**config.mk**
```make
export PLATFORM = sky130hd
export DESIGN_NAME = sdram_req_sched
export DESIGN_NICKNAME = d
export VERILOG_FILES = /design/src/rtl/sdram_pkg.sv /design/src/rtl/sdram_req_sched_rr_pick.sv /design/src/rtl/sdram_req_sched.sv
export SDC_FILE = /design/constraint.sdc
export NUM_CORES = 1
export LEC_CHECK = 0
export ABC_AREA = 1
export BUFFER_PORTS_ARGS = -buffer_cell sky130_fd_sc_hd__buf_2
export CAP_MARGIN = 25
export CORE_MARGIN = 3
export CORE_UTILIZATION = 53
export CTS_CLUSTER_DIAMETER = 120
export DETAILED_ROUTE_END_ITERATION = 6
export PLACE_DENSITY = 0.86
export RECOVER_POWER = 50
export SLEW_MARGIN = 5
export SYNTH_ARGS = -nofsm -noshare
export SYNTH_HDL_FRONTEND = slang
export SYNTH_SLANG_ARGS = --single-unit
```
**constraint.sdc**
```tcl
create_clock -name sclk -period 5.5 [get_ports sclk]
set_input_delay 0.825 -clock sclk [delete_from_list [all_inputs] [get_ports sclk]]
set_output_delay 0.825 -clock sclk [all_outputs]
set_load 0.05 [all_outputs]
```
**src/rtl/sdram_pkg.sv**
```systemverilog
// Shared SDRAM definitions: address layout, command record and scheduler
// state encodings used by the request scheduler and the controller blocks.
package sdram_pkg;

  // Address field widths and bit offsets inside {bank, row, col}
  localparam int unsigned BANK_W   = 2;
  localparam int unsigned ROW_W    = 13;
  localparam int unsigned COL_W    = 9;
  localparam int unsigned COL_LSB  = 0;
  localparam int unsigned ROW_LSB  = COL_LSB + COL_W;
  localparam int unsigned BANK_LSB = ROW_LSB + ROW_W;
  localparam int unsigned ADDR_W   = BANK_LSB + BANK_W;

  // Scheduler states, one-hot
  localparam logic [4:0] ST_IDLE  = 5'b00001;
  localparam logic [4:0] ST_ARB   = 5'b00010;
  localparam logic [4:0] ST_ISSUE = 5'b00100;
  localparam logic [4:0] ST_WAIT  = 5'b01000;
  localparam logic [4:0] ST_DONE  = 5'b10000;

  // Command presented to the controller port
  typedef struct packed {
    logic              wr;
    logic [BANK_W-1:0] bank;
    logic [ROW_W-1:0]  row;
    logic [COL_W-1:0]  col;
  } sdram_cmd_t;

  // Split a flat client address into a command record
  function automatic sdram_cmd_t make_cmd(input logic wr, input logic [ADDR_W-1:0] addr);
    sdram_cmd_t c;
    c.wr   = wr;
    c.bank = addr[BANK_LSB +: BANK_W];
    c.row  = addr[ROW_LSB +: ROW_W];
    c.col  = addr[COL_LSB +: COL_W];
    return c;
  endfunction

endpackage

```
**src/rtl/sdram_req_sched_rr_pick.sv**
```systemverilog
// Combinational round-robin priority encoder: first set bit of vec_i
// scanning upward from ptr_i, wrapping modulo N.
module rr_pick #(
  parameter int unsigned N  = 4,
  parameter int unsigned PW = 2
) (
  input  logic [N-1:0]  vec_i,
  input  logic [PW-1:0] ptr_i,
  output logic [N-1:0]  onehot_o,
  output logic [PW-1:0] idx_o,
  output logic          any_o
);

  logic [PW:0] pos;

  // Walk N positions starting at the pointer; the first hit wins
  always_comb begin
    onehot_o = '0;
    idx_o    = '0;
    any_o    = 1'b0;
    pos      = '0;
    for (int unsigned i = 0; i < N; i++) begin
      pos = {1'b0, ptr_i} + (PW+1)'(i);
      if (pos >= (PW+1)'(N)) begin
        pos = pos - (PW+1)'(N);
      end
      if (!any_o && vec_i[pos[PW-1:0]]) begin
        any_o                  = 1'b1;
        idx_o                  = pos[PW-1:0];
        onehot_o[pos[PW-1:0]]  = 1'b1;
      end
    end
  end

endmodule

```
**src/rtl/sdram_req_sched.sv**
```systemverilog
// Round-robin scheduler sharing the single SDRAM controller command port
// among NREQ clients, with a burst watchdog and init gating.
module sdram_req_sched
  import sdram_pkg::*;
#(
  parameter int unsigned NREQ     = 4,
  parameter int unsigned AW       = 24,
  parameter int unsigned TIMEOUT  = 1023,
  parameter int unsigned WR_FIRST = 0
) (
  input  logic               sclk,
  input  logic               reset,
  input  logic               init_done,
  input  logic [NREQ-1:0]    req,
  input  logic [NREQ-1:0]    req_wr,
  input  logic [NREQ*AW-1:0] req_addr,
  output logic [NREQ-1:0]    gnt,
  output logic [NREQ-1:0]    cli_done,
  output logic [NREQ-1:0]    cli_err,
  output logic               cmd_valid,
  output logic               cmd_wr,
  output logic [BANK_W-1:0]  cmd_bank,
  output logic [ROW_W-1:0]   cmd_row,
  output logic [COL_W-1:0]   cmd_col,
  input  logic               cmd_ack,
  input  logic               cmd_done,
  output logic               busy
);

  localparam int unsigned     PW     = $clog2(NREQ);
  localparam int unsigned     WD_W   = $clog2(TIMEOUT + 1);
  localparam logic [WD_W-1:0] WD_MAX = WD_W'(TIMEOUT);
  localparam logic [PW-1:0]   LAST   = PW'(NREQ - 1);

  logic [4:0]      state_q, state_d;
  logic [PW-1:0]   rr_ptr_q;
  logic [PW-1:0]   w_q;
  logic [NREQ-1:0] gnt_q;
  logic [NREQ-1:0] cli_done_q;
  logic [NREQ-1:0] cli_err_q;
  logic            cmd_valid_q;
  sdram_cmd_t      cmd_q;
  logic [WD_W-1:0] wdog_q;
  logic [WD_W-1:0] wd_next;
  logic            wd_hit;
  logic            ack_ok;

  logic [NREQ-1:0] wr_pend;
  logic [NREQ-1:0] scan_vec;
  logic [NREQ-1:0] pick_oh;
  logic [PW-1:0]   pick_idx;
  logic            pick_any;
  logic [AW-1:0]   sel_addr;
  logic            sel_wr;
  sdram_cmd_t      sel_cmd;

  // Arbitration candidates: with write priority, pending writes hide reads
  always_comb begin
    wr_pend  = req & req_wr;
    scan_vec = req;
    if ((WR_FIRST != 0) && (wr_pend != '0)) begin
      scan_vec = wr_pend;
    end
  end

  rr_pick #(
    .N  (NREQ),
    .PW (PW)
  ) u_pick (
    .vec_i    (scan_vec),
    .ptr_i    (rr_ptr_q),
    .onehot_o (pick_oh),
    .idx_o    (pick_idx),
    .any_o    (pick_any)
  );

  // Winner's op and address routed to the command register inputs
  always_comb begin
    sel_addr = '0;
    for (int unsigned i = 0; i < NREQ; i++) begin
      if (pick_oh[i]) begin
        sel_addr = req_addr[i*AW +: AW];
      end
    end
    sel_wr  = |(pick_oh & req_wr);
    sel_cmd = make_cmd(sel_wr, sel_addr[ADDR_W-1:0]);
  end

  // Saturating watchdog; a hit means this WAIT cycle is the last allowed one
  always_comb begin
    wd_next = (wdog_q == WD_MAX) ? wdog_q : wdog_q + 1'b1;
    wd_hit  = (wd_next == WD_MAX);
    ack_ok  = cmd_ack && cmd_valid_q;
  end

  // Next-state logic; losing init overrides every state
  always_comb begin
    state_d = state_q;
    if (!init_done) begin
      state_d = ST_IDLE;
    end else begin
      case (state_q)
        ST_IDLE:  state_d = ST_ARB;
        ST_ARB:   if (pick_any) state_d = ST_ISSUE;
        ST_ISSUE: if (ack_ok) state_d = ST_WAIT;
        ST_WAIT:  if (cmd_done || wd_hit) state_d = ST_DONE;
        ST_DONE:  state_d = ST_ARB;
        default:  state_d = ST_IDLE;
      endcase
    end
  end

  // State register
  always_ff @(posedge sclk or negedge reset) begin
    if (!reset) begin
      state_q <= ST_IDLE;
    end else begin
      state_q <= state_d;
    end
  end

  // Grant, command, watchdog and completion-pulse registers
  always_ff @(posedge sclk or negedge reset) begin
    if (!reset) begin
      rr_ptr_q    <= '0;
      w_q         <= '0;
      gnt_q       <= '0;
      cli_done_q  <= '0;
      cli_err_q   <= '0;
      cmd_valid_q <= 1'b0;
      cmd_q       <= '0;
      wdog_q      <= '0;
    end else begin
      cli_done_q <= '0;
      cli_err_q  <= '0;
      if (!init_done) begin
        gnt_q       <= '0;
        cmd_valid_q <= 1'b0;
      end else begin
        case (state_q)
          ST_ARB: begin
            if (pick_any) begin
              gnt_q <= pick_oh;
              w_q   <= pick_idx;
              cmd_q <= sel_cmd;
            end
          end
          ST_ISSUE: begin
            if (ack_ok) begin
              cmd_valid_q <= 1'b0;
              wdog_q      <= '0;
            end else begin
              cmd_valid_q <= 1'b1;
            end
          end
          ST_WAIT: begin
            wdog_q <= wd_next;
            // cmd_done in the final watchdog cycle still counts as success
            if (cmd_done || wd_hit) begin
              cli_done_q <= gnt_q;
              cli_err_q  <= cmd_done ? '0 : gnt_q;
            end
          end
          ST_DONE: begin
            gnt_q    <= '0;
            rr_ptr_q <= (w_q == LAST) ? '0 : w_q + 1'b1;
          end
          default: ;
        endcase
      end
    end
  end

  assign gnt       = gnt_q;
  assign cli_done  = cli_done_q;
  assign cli_err   = cli_err_q;
  assign cmd_valid = cmd_valid_q;
  assign cmd_wr    = cmd_q.wr;
  assign cmd_bank  = cmd_q.bank;
  assign cmd_row   = cmd_q.row;
  assign cmd_col   = cmd_q.col;
  assign busy      = |(state_q & (ST_ISSUE | ST_WAIT | ST_DONE));

endmodule

```
# Yosys cells after proc, flatten, opt, wreduce, memory -nomap -nowiden

Cells that the tools add are included.

Multiplexer cells: 58
Reduce and logical (&&, ||, !) cells: 21
Equal/unequal tests: 14
Magnitude comparators: 12
Add/subtract/negate cells: 9
Bitwise logic cells: 4

Operator list:

| operator                                                                      | number |
|---|---|
| 24-bit two-way mux                                                            | 4 |
| 4-bit two-way mux                                                             | 13 |
| 10-bit == test (second input constant)                                        | 2 |
| 10-bit two-way mux                                                            | 2 |
| 5-bit two-way mux                                                             | 4 |
| 10-bit one-hot mux with 2 select lines                                        | 1 |
| 5-bit one-hot mux with 4 select lines                                         | 1 |
| 2-bit two-way mux                                                             | 9 |
| 1-bit two-way mux                                                             | 15 |
| 2-bit by 3-bit less-than comparator with 1-bit output (second input constant) | 4 |
| 4-bit bitwise OR                                                              | 3 |
| 10-bit by 1-bit adder with 10-bit output (second input constant)              | 1 |
| 3-bit >= comparator (second input constant)                                   | 3 |
| 3-bit inequality test (second input constant)                                 | 3 |
| 3-bit AND reduction                                                           | 3 |
| 1-bit binary-select mux with 2-bit select                                     | 4 |
| 1-bit demux with 2-bit select                                                 | 4 |
| 2-bit by 1-bit >= comparator with 1-bit output (second input constant)        | 4 |
| 1-bit logical AND                                                             | 8 |
| 4-bit one-hot mux with 2 select lines                                         | 1 |
| 2-bit by 1-bit subtractor with 2-bit output (second input constant)           | 4 |
| 2-bit by 2-bit adder with 3-bit output (second input constant)                | 2 |
| 5-bit by 1-bit == test with 1-bit output (second input constant)              | 1 |
| 5-bit by 2-bit == test with 1-bit output (second input constant)              | 1 |
| 18 further kinds                                                              | 21 |

Word-level logic and storage cells: 130
Bits of input ports: 109
Register bits after elaboration: 57
Output and inout port bits: 39

# Depth between registers and ports, before layout

Word-level depth: 18
Depth in mapped cells: 16
Depth with buffers taken out: 14

# Cells and area by module

Synthesis repeated with hierarchy kept, for this count alone.

Cell total of the unflattened synthesis: 524
Area total of the unflattened synthesis: 3781.1 µm²

Modules (own cells, without submodules):

| module          | seq. area each (µm²) | area each (µm²) | cells an instance | times used |
|---|---|---|---|---|
| sdram_req_sched | 1427.6               | 3340.7          | 450               | 1 |
| rr_pick         | 0.0                  | 440.4           | 74                | 1 |

# Least setup slack after synthesis

OpenSTA, ideal clock, no wires.

Path kind: register to register
Start: reg rr_ptr_q[0]
End: reg cmd_q, in the netlist cmd_bank[1]
Path slack: 3360 ps
Buffers on the path: 2
Library setup time: 77 ps
Period minus slack after synthesis: 2140 ps
Arrival: 2063 ps
Data required time: 5423 ps
Stages on the path, launching flop included: 16
Cell sequence: dfrtp_1 buf_6 inv_6 ha_1 inv_1 nand3_1 nand2_1 nor2_4 a21oi_4 nand3_4 inv_4 buf_6 nand3_1 nand2_1 nand2_1 a21oi_1

Word-level cells in the longest chain between the ends: 18
Elaborated cells on any way between the ends: 65
Those cells by class: 7 x add/sub; 12 x order compare; 32 x mux; 3 x bitwise; 11 x reduce/logical

RTL lines:

| what                                                                            | RTL line               | RTL |
|---|---|---|
| start: declaration                                                              | sdram_req_sched.sv:36  | `logic [PW-1:0] rr_ptr_q;` |
| start signal: assignment                                                        | sdram_req_sched.sv:166 | `rr_ptr_q <= (w_q == LAST) ? '0 : w_q + 1'b1;` |
| branches (longest 18 deep; another with 2-bit by 1-bit adder with 3-bit output) | -                      |  |
| end signal: assignment                                                          | sdram_req_sched.sv:145 | `cmd_q <= sel_cmd;` |
| end: declaration                                                                | sdram_req_sched.sv:42  | `sdram_cmd_t cmd_q;` |

Several ways; the timed one is not identified. The select of a mux whose other input is x is not followed.
A chain may end at the register's enable or synchronous reset.

==> run_results.csv <==
group,metric,value,unit
outcome,status,"finished with violations",
outcome,violations,"max-capacitance violations, max-slew violations",
floorplanning,io-pin-count,148,
global_route,grt-ovfl-total,0,
sta,rsz0062_at_grt,"false",
sta,maxSlewViolCount,58,
synthesis,yosysTopAreaCellShare,36.8,%
final_layout,area_delta_synth_final,23.6,%
power_and_ir_drop,power_density,495,nW/um2
worst_hold_path,hold_end,"cmd_wr",
clock_network,cts_setup_buffers,0,
synthesis,synthArstFlopShare,100,%
floorplanning,dieHeight,90.8,um
critical_path,rr_endpoint,"cmd_row[8]",
synthesis,synth.net_count,656,
synthesis,synth_seq_cells,57,
sta,hold-worst-slack,494,ps
floorplanning,die_w,90.8,um
sta,tightest_slew,2980,ps
synthesis,synthFlopType,"dfrtp_1",
floorplanning,core,6870,um2
worst_hold_path,whs_path_depth,2,
clock_network,cts_resized,0,
critical_path,rr_worst_depth,12,
power_and_ir_drop,p_int,1.16,mW
synthesis,yosysMostFrequentCell,"nand2_1",
power_and_ir_drop,switchingPower,1.17,mW
final_layout,final_nets,792,
detailed_routing,drc,0,
global_route,antenna_found_initial,0,
critical_path,crit_arrival,3030,ps
synthesis,yosys.area.top_type,"dfrtp_1",
critical_path,setup.worst_path.class,"input port to asynchronous set/reset pin",
power_and_ir_drop,p_leak,2.59,nW
synthesis,ys_seq_area_share,37.5,%
clock_network,cts-root-buf,"clkbuf_8",
floorplanning,start_util,55.4,%
critical_path,cp.required,5290,ps
clock_network,clock_sinks,57,
floorplanning,std_cell_rows,30,
clock_network,path_clk_slew,70,ps
critical_path,critPathMaxStageDelay,2100,ps
detailed_routing,ant_nets,0,
clock_network,hold_buffers,0,
detailed_routing,vias,4197,
clock_network,clk_latency,340,ps
sta,setup_viol,0,
detailed_routing,wl,10.9,mm
synthesis,synth-edff-count,0,
synthesis,ys_types,37,
critical_path,critPathCaptureType,"asynchronous set/reset pin",
synthesis,synth.avg_cell_area,7.08,um2
synthesis,syn_inst,538,
detailed_routing,viasPerCell,5.42,
clock_network,cts_buffers,9,
power_and_ir_drop,pwr-share-seq,29.7,%
final_layout,multiInputGateArea,1960,um2
sta,finalSetupTns,0,ps
placed_design,dp_slack,2390,ps
power_and_ir_drop,switching_share,50.1,%
placed_design,dp_hpwl,7.96,mm
critical_path,crit_chain,"buf_2 > clkbuf_1",
detailed_routing,drt_first_iter_violations,324,
sta,hold_viol,0,
critical_path,start_kind,"input port",
global_route,grt_max_degree,58,
sta,fmax,309,MHz
detailed_routing,wl_per_cell,14.1,um
critical_path,critPathSlowestCell,"clkbuf_1",
floorplanning,dieArea,8240,um2
final_layout,seqCellArea,1430,um2
placed_design,gp_routability_congestion,0.939,
critical_path,crit_fanout,57,
worst_hold_path,hp-start,"cmd_wr",
detailed_routing,firstDrtPassIters,5,
final_layout,antenna_cells,0,
final_layout,fillCellCount,589,
global_route,grt_pass1_vias,3772,
global_route,grt_pass1_wl,17.6,mm
sta,finalWorstSetupSlack,2260,ps
synthesis,ys_top_cells_by_area,"dfrtp_1 37%, a21oi_1 13%, nand2_1 13%, inv_1 6.1%, nand3_1 4.7%",
sta,max_slew_margin,-98.8,%
critical_path,critPathBufInv,2,
flow_run,drv_cap,1,
sta,fin_skew,5.82,ps
worst_hold_path,worstHoldPathType,"register to register",
placed_design,portBuffers,147,
sta,fin_crit_sh,58.9,%
clock_network,cts_tree,"yes",
sta,period_needed,3240,ps
critical_path,crit_family,"buffers and inverters",
clock_network,cts.htree.levels,3,
synthesis,netlist_area,3810,um2
power_and_ir_drop,combPwrFrac,52.3,%
final_layout,drive_above_1_share,25.2,%
final_layout,design_area,4700,um2
placed_design,dpl_cell_area,4520,um2
synthesis,yosys_warnings,0,
critical_path,crit_path_start,"reset",
critical_path,rr_startpoint,"rr_ptr_q[0]",
power_and_ir_drop,p_clk_share,18.0,%
critical_path,path_depth,2,
critical_path,r2r_setup_slack,2290,ps
power_and_ir_drop,ir_drop,0.000237,V
global_route,grt_usage,26.4,%
synthesis,netlist_top_cells_count,"132 x nand2_1, 101 x a21oi_1, 62 x inv_1",
clock_network,cts_buffer_depth,2,
[placed cells by master, fill, tap and decap left out, types with 2 or more instances in the layout]
master / instances
clkbuf_8: 9
nor2_4: 3
nand3_2: 5
nand2_2: 6
nand4_1: 8
o21ai_0: 14
o22ai_1: 4
clkinv_2: 3
nand2_4: 2
clkbuf_1: 17
nand2_1: 132
nand3_1: 36
nor3_1: 7
nor2_1: 44
inv_1: 62
bufinv_16: 2
a21oi_1: 101
nor4_1: 2
ha_1: 9
dfrtp_1: 56
xor2_1: 4
buf_2: 132
a21boi_1: 2
a22o_1: 3
[worst max path at each step]
stage                             end  slack, ps
final                     cmd_bank[1]       2260
after global routing      cmd_bank[1]       1630
after CTS                  cmd_row[8]       2330
after detailed placement   cmd_row[8]       2390
after global placement    cmd_row[12]       2460
after floorplan           cmd_bank[1]       3360
[cells by family (layout without fill, tap and decap cells)]
| group | Yosys count | in the layout | share of synthesized area, % |
|---|---|---|---|
| flops | 57 | 57 | 37.5 |
| xor+xnor | 5 | 5 | 1.15 |
| compound gates | 130 | 130 | 18.3 |
| simple gates | 247 | 247 | 29.1 |
| fa+ha+maj | 9 | 9 | 2.96 |
| buf+inv | 90 | 231 | 10.9 |
[cell type report]
cell class	count	area share, %
multi-input cells	391	41.7
flip-flops and latches	57	30.3
repair buffers	149	15.5
inverters	66	5.43
clock buffers	10	2.71
well taps	96	2.55
clock inverters	6	1.76
[layer usage]
layer / part of all wire (%) / wire length (um) / vias to the layer above / track usage, %
met5: 0 / 0 / - / 0
met4: 1.8 / 194 / 0 / 8.29
met3: 9.9 / 1080 / 25 / 7.42
met2: 47 / 5140 / 229 / 42.2
met1: 41 / 4500 / 1912 / 34.8
li1: - / - / 2031 / -
[registers in the layout (all words and copies together) (netlist names)]
| register | flops |
|---|---|
| cli_done | 4 |
| cli_err | 4 |
| cmd_bank | 2 |
| cmd_col | 9 |
| cmd_row | 13 |
| cmd_valid | 1 |
| cmd_wr | 1 |
| gnt | 4 |
| rr_ptr_q | 2 |
| state_q | 5 |
| w_q | 2 |
| wdog_q | 10 |
[metrics by stage]
stage | utilization, % | instances | power (mW)
floorplan | - | 538 | 1.62
global placement | 65.8 | 759 | 1.87
detailed placement | 65.8 | 759 | 1.91
CTS | 68.8 | 775 | 2.34
global route | 68.5 | 775 | 2.50
finish | 68.5 | 775 | 2.33
[power by group through the flow]
| stage | Clock, mW | Sequential, mW | Combinational [mW] |
|---|---|---|---|
| 2_1_floorplan | 0 | 1.01 | 0.616 |
| 3_3_place_gp | 0 | 0.687 | 1.19 |
| 3_5_place_dp | 0 | 0.692 | 1.22 |
| 4_1_cts | 0.428 | 0.687 | 1.22 |
| 5_1_grt | 0.446 | 0.708 | 1.34 |
| 6_report | 0.420 | 0.691 | 1.22 |
(Power assumes the default switching activity.)
